<file path="config.mk">
export PLATFORM = sky130hd
export DESIGN_NAME = rx_serial_7e1
export DESIGN_NICKNAME = d
export VERILOG_FILES = /design/src/rtl/rx_serial_7e1.sv
export SDC_FILE = /design/constraint.sdc
export NUM_CORES = 1
export LEC_CHECK = 0
export CELL_PAD_IN_SITES_DETAIL_PLACEMENT = 0
export CELL_PAD_IN_SITES_GLOBAL_PLACEMENT = 1
export CORE_MARGIN = 1.5
export CORE_UTILIZATION = 45
export DETAILED_ROUTE_END_ITERATION = 6
export PLACE_DENSITY_LB_ADDON = 0.1
export SETUP_SLACK_MARGIN = 0.15
export SLEW_MARGIN = 10
export SYNTH_ARGS = -nofsm -noshare
export SYNTH_HDL_FRONTEND = slang
export SYNTH_SLANG_ARGS = --single-unit
</file>
<file path="constraint.sdc">
create_clock -name clock -period 5.6 [get_ports clock]
set_input_delay 1.12 -clock clock [delete_from_list [all_inputs] [get_ports clock]]
set_output_delay 1.12 -clock clock [all_outputs]
set_load 0.01 [all_outputs]
</file>
<file path="src/rtl/rx_serial_7e1.sv">
// 7E1 asynchronous serial receiver: start, 7 data bits LSB first, even parity, stop.
// Presents each character with parity/framing status through a level/clear handshake.
module rx_serial_7e1 #(
    parameter int CLKS_PER_BIT = 434,
    parameter int HALF_BIT     = 217
) (
    input  logic       clock,
    input  logic       reset,
    input  logic       dado_serial,
    input  logic       limpa,
    output logic [6:0] dados_ascii,
    output logic       tem_dado,
    output logic       pronto,
    output logic       erro_paridade,
    output logic       erro_frame,
    output logic       overrun,
    output logic [3:0] db_estado
);
    localparam int CW = $clog2(CLKS_PER_BIT);
    localparam logic [CW-1:0] BIT_END  = CW'(CLKS_PER_BIT - 1);
    localparam logic [CW-1:0] HALF_END = CW'(HALF_BIT - 1);

    typedef enum logic [3:0] {
        INICIAL  = 4'd0,
        PREPARA  = 4'd1,
        START    = 4'd2,
        DADOS    = 4'd3,
        PARIDADE = 4'd4,
        STOP     = 4'd5,
        ARMAZENA = 4'd6,
        ESPERA   = 4'd7
    } state_t;

    state_t        state;
    logic          sync1, s;
    logic [CW-1:0] cnt;
    logic [2:0]    nbits;
    logic [6:0]    shreg;
    logic          par_bit, stop_bit;

    // Synchronizer flops reset to the idle level so reset never looks like a start bit.
    always_ff @(posedge clock) begin
        if (reset) begin
            sync1 <= 1'b1;
            s     <= 1'b1;
        end else begin
            sync1 <= dado_serial;
            s     <= sync1;
        end
    end

    always_ff @(posedge clock) begin
        if (reset) begin
            state         <= INICIAL;
            cnt           <= '0;
            nbits         <= '0;
            shreg         <= '0;
            par_bit       <= 1'b0;
            stop_bit      <= 1'b0;
            dados_ascii   <= '0;
            tem_dado      <= 1'b0;
            pronto        <= 1'b0;
            erro_paridade <= 1'b0;
            erro_frame    <= 1'b0;
            overrun       <= 1'b0;
        end else begin
            pronto <= 1'b0;
            if (limpa)
                tem_dado <= 1'b0;
            case (state)
                INICIAL:
                    if (s) state <= PREPARA;
                PREPARA:
                    if (!s) begin
                        cnt   <= '0;
                        state <= START;
                    end
                START:
                    if (cnt == HALF_END) begin
                        cnt   <= '0;
                        nbits <= '0;
                        state <= s ? PREPARA : DADOS;
                    end else begin
                        cnt <= cnt + 1'b1;
                    end
                DADOS:
                    if (cnt == BIT_END) begin
                        cnt   <= '0;
                        shreg <= {s, shreg[6:1]};
                        nbits <= nbits + 1'b1;
                        if (nbits == 3'd6)
                            state <= PARIDADE;
                    end else begin
                        cnt <= cnt + 1'b1;
                    end
                PARIDADE:
                    if (cnt == BIT_END) begin
                        cnt     <= '0;
                        par_bit <= s;
                        state   <= STOP;
                    end else begin
                        cnt <= cnt + 1'b1;
                    end
                STOP:
                    if (cnt == BIT_END) begin
                        cnt      <= '0;
                        stop_bit <= s;
                        state    <= ARMAZENA;
                    end else begin
                        cnt <= cnt + 1'b1;
                    end
                ARMAZENA: begin
                    // Store overrides a simultaneous limpa; overrun sees the pre-edge tem_dado.
                    dados_ascii   <= shreg;
                    erro_paridade <= ^{shreg, par_bit};
                    erro_frame    <= ~stop_bit;
                    pronto        <= 1'b1;
                    overrun       <= overrun | tem_dado;
                    tem_dado      <= 1'b1;
                    state         <= stop_bit ? PREPARA : ESPERA;
                end
                ESPERA:
                    if (s) state <= PREPARA;
                default:
                    state <= INICIAL;
            endcase
        end
    end

    assign db_estado = state;
endmodule

</file>
==> summary.txt <==
Outcome
  • Status: completed

STA
  • Final setup fails: 0
  • Smallest hold slack: 421 ps
  • Final Critical Period: 2640 ps
  • Slew Viols, Final: 0
  • RSZ-0062 raised after global routing: no
  • Slew headroom: 0.482
  • Skew final: 3.83 ps
  • Hold Fails Final Rpt: 0
  • Max Fclk: between 0.3 and 0.4 GHz
  • Worst-Margin Slew: approximately 780 ps
  • Fin crit share: 0.471
  • Setup TNS: 0 ps

Critical path
  • Buf/Inv on CP: 1
  • Kind of critical path: reg2out
  • Crit-path leading delay family: buffers and inverters
  • Startpoint Class: register
  • WP data required: roughly 4500 ps
  • Largest stage delay on the critical path: 630 ps
  • CP Data Arrival Time: 1520 ps
  • CP Max Fanout: 15
  • CP max stage cell: clkdlybuf4s50_1
  • Crit-path cells: clkdlybuf4s50_1
  • Worst Setup End Kind: output pin

Power and ir drop
  • Power per cell area: around 230 nW/um^2
  • Leakage: 0.710 nW
  • Worst vdd ir: 0.184 mV

Synth
  • EDFF count, synth: 0
  • Top cells by area, synth: dfxtp_1, nand2_1, a21oi_1
  • Avg Cell Area, Syn: 8.43 um^2
  • #FFs+latches synth: 38
  • Yosys Warn Count: 0
  • Yosys top cell by area: dfxtp_1
  • Synth Cell Area: 1840 um^2
  • Seq/Total Area, Yosys: 0.414
  • Syn_nets: 227
  • Area share of the largest cell type after synthesis: 0.414
  • Synth cell types: 48
  • Post-synth top flop: dfxtp_1
  • Mapped Cells: 218
  • Post-synth ARST share: 0

Routing
  • Routed WL: between 3000 and 4000 um
  • DRT iter0 DRCs: 85
  • Routed WL per cell: 13.3 um
  • # DRC: 0
  • Drt first pass iters: 4
  • Vias/cell: 5.43
  • DR vias: 1538
  • Remaining antenna violation count after routing: 0

Cells and area
  • Most frequent cells in the layout: dfxtp_1, nand2_1, a21oi_1
  • Share of cells above drive strength 1: 0.0858
  • # nets final: 242
  • Most common cell after layout, fill and taps aside: dfxtp_1
  • Post-Layout Cell Count: 283
  • # diodes: 0
  • Synth-to-layout area growth: 14.6%
  • Filler Cells Inserted: 382

Global routing
  • Gr usage total: 0.189
  • Largest net degree at the start of global routing: 36
  • Grt ovf: 0
  • Number of global-route vias before repair: 1410
  • Global-route wire length before repair: 6320 um
  • Initial antenna violation count: 0

Placed design
  • HPWL after detailed placement: between 2000 and 3000 um
  • Dpl cells: approximately 280
  • Routability congestion estimate: around 0.79
  • Port buffer count: 18

Floorplanning
  • IO Pins: 20
  • Starting Density: 0.463
  • Die height: 66.9 um
  • Die area: about 4500 um^2
  • Core ar.: 3970 um^2
  • Core Rows: 23
  • DIE WIDTH: 66.9 um

Clock tree
  • Clk_lat worst skew: 290 ps
  • CTS H-tree depth: 2
  • Setup Fix Bufs, Post-CTS: 0
  • Worst-path clk slew: 70 ps
  • Clock root buffer: clkbuf_8
  • Hold-fix buffers, CTS: 0
  • Clock buffer depth: 2
  • CTS tree: yes
  • CTS Buf Count: 5
  • Clk sinks: 38
  • Cts repair resizes: 0

Run
  • Max_cap viols: 0

Worst hold path
  • Hold Crit Class: reg2reg
sequential cells by signal (all words and copies together) (netlist names):
signal,flops
s,1
db_estado,3
dados_ascii,7
erro_frame,1
cnt,9
erro_paridade,1
overrun,1
tem_dado,1
sync1,1
nbits,3
stop_bit,1
shreg,7
par_bit,1
pronto,1
worst paths after layout:
path	slack (ps)	end	cells after the start	startpoint
max reg2reg	3370	nbits[1]	5	db_estado[0]
min	420	s	1	sync1
min reg2reg	420	s	1	sync1
max	2960	db_estado[0]	1	db_estado[0]
metal layers:
metal | GRT usage | vias to the layer above | routed length, um
met3 | 0.0659 | 2 | 150
met5 | 0 | - | 0
met4 | 0.0612 | 0 | 24
li1 | - | 794 | -
met1 | 0.239 | 712 | 1860
met2 | 0.299 | 30 | 1750
metrics by stage:
stage	setup WS, ps	power [mW]	util	area, um^2
after floorplan	3600	0.296	-	1840
after global placement	2950	0.302	0.510	2030
after detailed placement	2890	0.303	0.510	2030
after CTS	2960	0.480	0.530	2100
after global routing	2880	0.497	0.530	2100
final	2960	0.475	0.530	2100
report_power, final:
part | total [mW] | switching [mW] | internal (mW)
Clock | 0.179 | 0.0953 | 0.0836
Combinational | 0.0205 | 0.0118 | 0.00871
Sequential | 0.276 | 0.00408 | 0.272
Total | 0.475 | 0.111 | 0.364
worst reg2reg max path: cells and delay by family, from the launching register on:
| kind | cells | cell delay [ps] |
|---|---|---|
| flops | 1 | 600 |
| simple gates | 4 | 1420 |
| compound gates | 1 | 140 |
final cells by class:
cell class	instances	area [um^2]	share of cell area
multi-input combinational	163	992	0.471
sequential	38	761	0.361
timing repair buffer	19	188	0.0892
clock buffer	5	68.8	0.0327
tap	50	62.6	0.0297
inverter	6	22.5	0.0107
clock inverter	2	10.0	0.00476
synthesized netlist by cell type, types with 3 or more instances:
| cell | instances |
|---|---|
| nand2_1 | 36 |
| xnor2_1 | 8 |
| inv_1 | 5 |
| mux2i_1 | 7 |
| nor3_1 | 4 |
| ha_1 | 5 |
| dfxtp_1 | 38 |
| a21oi_1 | 24 |
| nor2b_1 | 3 |
| or2_2 | 3 |
| nor2_1 | 16 |
| a31oi_1 | 6 |
| o21ai_0 | 4 |
| nand3_1 | 11 |
| clkbuf_1 | 7 |
logic make-up (layout without fill, tap and decap cells):
| family | after synthesis | count (layout) | synth area share |
|---|---|---|---|
| AND/OR/NAND/NOR | 95 | 95 | 0.270 |
| AO/OA/AOI/OAI | 47 | 47 | 0.157 |
| flip-flops | 38 | 38 | 0.414 |
| buffers and inverters | 17 | 32 | 0.0456 |
| XOR/XNOR | 8 | 8 | 0.0381 |
| multiplexers | 7 | 7 | 0.0381 |
| adder cells (fa/ha/maj) | 5 | 5 | 0.0341 |
| other | 1 | 1 | 0.00204 |
Power figures use the tool's default switching activity.
